[src/rtl/ifetch_buffer.sv]
// Instruction prefetcher: walks fetch_pc through a combinational-read instruction
// memory and queues {pc, instr, fault} entries in a small FIFO for the decoder.
module ifetch_buffer #(
  parameter logic [31:0] BASE_ADDR = 32'h00400000,
  parameter int          IDX_W     = 11,
  parameter int          DEPTH     = 4
) (
  input  logic                       clk,
  input  logic                       rst,
  output logic [IDX_W-1:0]           imem_addr,
  input  logic [31:0]                imem_rdata,
  input  logic                       redirect_valid,
  input  logic [31:0]                redirect_pc,
  output logic                       out_valid,
  input  logic                       out_ready,
  output logic [31:0]                out_instr,
  output logic [31:0]                out_pc,
  output logic                       out_fault,
  output logic [$clog2(DEPTH):0]     level
);

  localparam int PW = $clog2(DEPTH);
  localparam int LW = PW + 1;

  typedef enum logic {FETCH, HALT} state_t;

  state_t         state, stateNext;
  logic [31:0]    fetchPc;
  logic [31:0]    offset;
  logic           fetchFault;
  logic           full;
  logic           push;
  logic           advance;
  logic           pop;
  logic [PW-1:0]  head, tail;
  logic [LW-1:0]  count;

  logic [31:0]      pcMem    [DEPTH];
  logic [31:0]      instrMem [DEPTH];
  logic [DEPTH-1:0] faultMem;

  // Offsets below BASE_ADDR wrap to huge values and so land in the range fault.
  assign offset     = fetchPc - BASE_ADDR;
  assign imem_addr  = offset[IDX_W+1:2];
  assign fetchFault = (offset[1:0] != 2'b00) || ({1'b0, offset} >= (33'd4 << IDX_W));

  assign full      = (count == LW'(DEPTH));
  assign out_valid = (count != '0);
  assign pop       = out_valid && out_ready;
  assign level     = count;

  assign out_pc    = pcMem[head];
  assign out_instr = instrMem[head];
  assign out_fault = faultMem[head];

  always_ff @(posedge clk) begin
    if (rst) state <= FETCH;
    else     state <= stateNext;
  end

  always_comb begin
    stateNext = state;
    if (redirect_valid)
      stateNext = FETCH;
    else if (state == FETCH && !full && fetchFault)
      stateNext = HALT;
  end

  always_comb begin
    push    = (state == FETCH) && !full;
    advance = push && !fetchFault;
  end

  always_ff @(posedge clk) begin
    if (rst)                 fetchPc <= BASE_ADDR;
    else if (redirect_valid) fetchPc <= redirect_pc;
    else if (advance)        fetchPc <= fetchPc + 32'd4;
  end

  // Storage is cleared on reset so the head outputs read zero rather than X.
  always_ff @(posedge clk) begin
    if (rst) begin
      head     <= '0;
      tail     <= '0;
      count    <= '0;
      faultMem <= '0;
      for (int i = 0; i < DEPTH; i++) begin
        pcMem[i]    <= '0;
        instrMem[i] <= '0;
      end
    end else if (redirect_valid) begin
      head  <= '0;
      tail  <= '0;
      count <= '0;
    end else begin
      if (push) begin
        pcMem[tail]    <= fetchPc;
        instrMem[tail] <= fetchFault ? 32'h0 : imem_rdata;
        faultMem[tail] <= fetchFault;
        tail           <= tail + PW'(1);
      end
      if (pop)
        head <= head + PW'(1);
      count <= count + LW'(push) - LW'(pop);
    end
  end

endmodule
[config.mk]
export PLATFORM = sky130hd
export DESIGN_NAME = ifetch_buffer
export DESIGN_NICKNAME = d
export VERILOG_FILES = /design/src/rtl/ifetch_buffer.sv
export SDC_FILE = /design/constraint.sdc
export NUM_CORES = 1
export LEC_CHECK = 0
export CAP_MARGIN = 25
export CORE_UTILIZATION = 55
export DETAILED_ROUTE_END_ITERATION = 10
export PLACE_DENSITY = 0.86
export SETUP_SLACK_MARGIN = 0.4
export SKIP_CTS_REPAIR_TIMING = 1
export SYNTH_ARGS = -nofsm -noshare
export SYNTH_HDL_FRONTEND = slang
export SYNTH_SLANG_ARGS = --single-unit
export TNS_END_PERCENT = 5
[constraint.sdc]
create_clock -name clk -period 4.85 [get_ports clk]
set_input_delay 0.97 -clock clk [delete_from_list [all_inputs] [get_ports clk]]
set_output_delay 0.97 -clock clk [all_outputs]
set_load 0.02 [all_outputs]
==> impl_metrics.xml <==
<?xml version="1.0" encoding="UTF-8"?>
<metrics>
  <group name="status">
    <metric name="status" unit="">finished, final reports clean</metric>
  </group>
  <group name="grt">
    <metric name="via_count_of_the_first_global_routing_pass" unit="">8182</metric>
    <metric name="grt_max_degree" unit="">65</metric>
    <metric name="grt_pass1_wl" unit="mm">45.6</metric>
    <metric name="groute.usage.overall" unit="%">24.7</metric>
    <metric name="grt_residual_overflow" unit="">0</metric>
    <metric name="antenna_found_initial" unit="">0</metric>
  </group>
  <group name="job">
    <metric name="maxCapViolations" unit="">0</metric>
  </group>
  <group name="floorplan">
    <metric name="start_util" unit="%">56.0</metric>
    <metric name="fp.dieH" unit="um">156</metric>
    <metric name="design.portCount" unit="">148</metric>
    <metric name="core-area" unit="sq mm">0.0234</metric>
    <metric name="die_width" unit="um">156</metric>
    <metric name="fp.dieArea" unit="sq mm">0.0245</metric>
    <metric name="core.rowCount" unit="">56</metric>
  </group>
  <group name="cells_and_area">
    <metric name="mostFrequentLayoutCell" unit="">sky130_fd_sc_hd__edfxtp_1</metric>
    <metric name="drive_above_1_share" unit="%">14.2</metric>
    <metric name="commonest_cells_after_routing_fill_and_taps_aside" unit="">sky130_fd_sc_hd__edfxtp_1 (256), sky130_fd_sc_hd__nor2_1 (152), sky130_fd_sc_hd__and2_1 (148), sky130_fd_sc_hd__clkdlybuf4s50_1 (146), sky130_fd_sc_hd__mux4_2 (65)</metric>
    <metric name="num_antenna_cells" unit="">0</metric>
    <metric name="area_growth_syn_to_layout" unit="%">21.9</metric>
    <metric name="nets" unit="">1121</metric>
  </group>
  <group name="detailed_routing">
    <metric name="route.detailed.vias_per_inst" unit="">5.76</metric>
    <metric name="detail_route.first_pass.iterations" unit="">5</metric>
    <metric name="drt_wl_total" unit="mm">29.3</metric>
    <metric name="drcViolationCount" unit="">0</metric>
    <metric name="detailroute.via_count" unit="">7992</metric>
    <metric name="routedWlPerCell" unit="um">21.2</metric>
    <metric name="drtAntennaViolNets" unit="">0</metric>
    <metric name="drtIter0Drc" unit="">615</metric>
  </group>
  <group name="setup_path">
    <metric name="setup.worst_path.class" unit="">flip-flop to output port</metric>
    <metric name="required" unit="ns">3.88</metric>
    <metric name="r2r_setup_slack" unit="ns">1.67</metric>
    <metric name="r2r-end" unit="">instrMem[1][15]</metric>
    <metric name="crit_path_end" unit="">out_pc[17]</metric>
    <metric name="cp_data_arrival_time" unit="ns">2.83</metric>
    <metric name="setup.worst_path.start_class" unit="">flip-flop</metric>
    <metric name="worstReg2RegStart" unit="">level[1]</metric>
    <metric name="worst_setup_path_end_kind" unit="">output port</metric>
    <metric name="r2r_cells" unit="">5</metric>
    <metric name="path_max_fanout" unit="">31</metric>
  </group>
  <group name="logic_synthesis">
    <metric name="xor_xnor_fraction_of_synth_area" unit="%">0.468</metric>
    <metric name="netlist_instances" unit="">917</metric>
    <metric name="post_synth_mux_area_share" unit="%">13.0</metric>
    <metric name="primary_flip_flop_cell_chosen_by_synthesis_mapping" unit="">sky130_fd_sc_hd__edfxtp_1</metric>
    <metric name="ys_seq_area_share" unit="%">65.7</metric>
    <metric name="post_synth_fa_ha_maj_area_fraction" unit="%">0.916</metric>
    <metric name="synth-compound-area-share" unit="%">1.50</metric>
    <metric name="synth_top_area_share" unit="%">58.6</metric>
    <metric name="synthDistinctLibCells" unit="">51</metric>
    <metric name="syn_avg_cell_area" unit="sq um">14.3</metric>
    <metric name="synth_top_family_by_area" unit="">simple AND/OR/NAND/NOR gates</metric>
    <metric name="mappedNetlistArea" unit="sq mm">0.0131</metric>
    <metric name="syn_nets" unit="">994</metric>
    <metric name="async_flop_share" unit="%">0</metric>
    <metric name="synthesis_warnings" unit="">0</metric>
    <metric name="synth_edf_count" unit="">256</metric>
    <metric name="seq_cells_post_synth" unit="">302</metric>
    <metric name="synthDominantAreaCellType" unit="">sky130_fd_sc_hd__edfxtp_1</metric>
    <metric name="ys_top_cells_by_area" unit="">sky130_fd_sc_hd__edfxtp_1 (59%), sky130_fd_sc_hd__mux4_2 (11%), sky130_fd_sc_hd__and2_1 (7.1%)</metric>
    <metric name="yosys.area_share.simple" unit="%">15.7</metric>
  </group>
  <group name="placed_design">
    <metric name="post-dp-hpwl" unit="mm">17.6</metric>
    <metric name="place.port_buffers" unit="">147</metric>
    <metric name="gp_congestion" unit="">0.798</metric>
  </group>
  <group name="cts">
    <metric name="cts_root_buffer" unit="">sky130_fd_sc_hd__clkbuf_16</metric>
    <metric name="cts_sinks" unit="">302</metric>
    <metric name="tritoncts" unit="">done</metric>
    <metric name="path_clk_slew" unit="ns">0.06</metric>
    <metric name="clock_latency" unit="ns">0.55</metric>
    <metric name="number_of_buffers_added_by_the_clock_tree_synthesis_step" unit="">30</metric>
    <metric name="ctsLongestPathBuffers" unit="">3</metric>
    <metric name="h-tree-depth" unit="">1</metric>
  </group>
  <group name="timing">
    <metric name="finClkSkew" unit="ns">0.0135</metric>
    <metric name="final-setup-viol-count" unit="">0</metric>
    <metric name="timing_hold_violations_final" unit="">0</metric>
    <metric name="tns" unit="ns">0</metric>
    <metric name="worst_hold_slack" unit="ns">0.511</metric>
    <metric name="maxClockFrequency" unit="MHz">263</metric>
    <metric name="worstMarginPinSlew" unit="ns">1.03</metric>
    <metric name="slew_headroom" unit="%">30.6</metric>
    <metric name="period_minus_slack" unit="ns">3.80</metric>
    <metric name="finalMaxSlewViolations" unit="">0</metric>
    <metric name="grt_setup_unrepaired" unit="">no</metric>
    <metric name="fin_crit_share" unit="%">78.3</metric>
  </group>
  <group name="power">
    <metric name="p_per_area" unit="mW/mm^2">375</metric>
    <metric name="power.static_leakage" unit="uW">0.00564</metric>
    <metric name="ir_drop" unit="mV">0.259</metric>
  </group>
  <group name="hold_path">
    <metric name="worstHoldPathType" unit="">flip-flop to flip-flop</metric>
  </group>
</metrics>
cell type report:
cell class / count / area [sq um]
repair buffers: 162 / 1660
clock inverters: 15 / 180
fillers: 1594 / 7420
well taps: 319 / 399
multi-input cells: 534 / 4200
clock buffers: 41 / 877
flip-flops and latches: 302 / 8610
inverters: 14 / 52.6
state kept, by name, summed over array words and instances, names as in the netlist, named ones only:
name / cells
level: 3
faultMem: 4
head: 2
state: 1
pcMem: 128
tail: 2
instrMem: 128
fetchPc: 32
cells by family (layout without fill, tap and decap cells):
logic type / count (synthesis) / count (layout)
multiplexers: 89 / 89
buffers and inverters: 81 / 232
adder cells (fa/ha/maj): 9 / 9
flip-flops: 302 / 302
XOR/XNOR: 7 / 7
AO/OA/AOI/OAI: 27 / 27
AND/OR/NAND/NOR: 402 / 402
cell usage after synthesis (4+ instances only):
| master | number |
|---|---|
| sky130_fd_sc_hd__edfxtp_1 | 256 |
| sky130_fd_sc_hd__nor2_1 | 152 |
| sky130_fd_sc_hd__and2_1 | 148 |
| sky130_fd_sc_hd__mux4_2 | 65 |
| sky130_fd_sc_hd__dfxtp_1 | 46 |
| sky130_fd_sc_hd__clkbuf_1 | 45 |
| sky130_fd_sc_hd__nand2_1 | 45 |
| sky130_fd_sc_hd__mux2i_1 | 24 |
| sky130_fd_sc_hd__inv_1 | 13 |
| sky130_fd_sc_hd__buf_4 | 11 |
| sky130_fd_sc_hd__buf_1 | 9 |
| sky130_fd_sc_hd__nor3_1 | 9 |
| sky130_fd_sc_hd__ha_1 | 8 |
| sky130_fd_sc_hd__and3_1 | 6 |
| sky130_fd_sc_hd__nand3_1 | 6 |
| sky130_fd_sc_hd__nor4_1 | 6 |
| sky130_fd_sc_hd__or3_1 | 6 |
| sky130_fd_sc_hd__o21ai_0 | 5 |
| sky130_fd_sc_hd__a21oi_1 | 4 |
| sky130_fd_sc_hd__nor2b_1 | 4 |
| sky130_fd_sc_hd__xor2_1 | 4 |
per-layer routing:
layer,global-route usage [%],wire (um),vias up
met1,33.5,11800,4010
met2,41.9,14600,369
li1,-,-,3566
met4,6.49,627,0
met3,3.63,2320,47
met5,0,0,-
worst min path at each step:
stage                     slack [ns]  cells after the start     endpoint         from
after detailed placement        0.49                      2  faultMem[3]  faultMem[3]
after CTS                       0.51                      2  faultMem[3]  faultMem[3]
final                           0.51                      2  faultMem[3]  faultMem[3]
after global placement          0.48                      2  faultMem[3]  faultMem[3]
after floorplan                 0.46                      2  faultMem[1]  faultMem[1]
after global routing            0.55                      2  faultMem[3]  faultMem[3]
critical path, stage by stage (launching register included):
cell	delay (ns)
sky130_fd_sc_hd__dfxtp_2	0.89
sky130_fd_sc_hd__buf_4	0.43
sky130_fd_sc_hd__mux4_2	0.39
sky130_fd_sc_hd__clkdlybuf4s50_1	0.56
through the flow:
stage,worst slack (ns),instance area [sq um],util [%],std cells,total power (uW)
2_1_floorplan,1.35,13100,-,917,3350
3_3_place_gp,1.05,14900,63.6,1330,3610
3_5_place_dp,0.917,14900,63.6,1330,3630
4_1_cts,0.989,16000,68.2,1386,6010
5_1_grt,0.920,16000,68.3,1387,6150
6_report,1.05,16000,68.3,1387,5990
power by group:
part	internal, uW	switching, uW	total [uW]
clock network	1430	982	2410
registers	2940	74.6	3010
logic	265	301	566
total	4630	1360	5990
(Power assumes the default switching activity.)
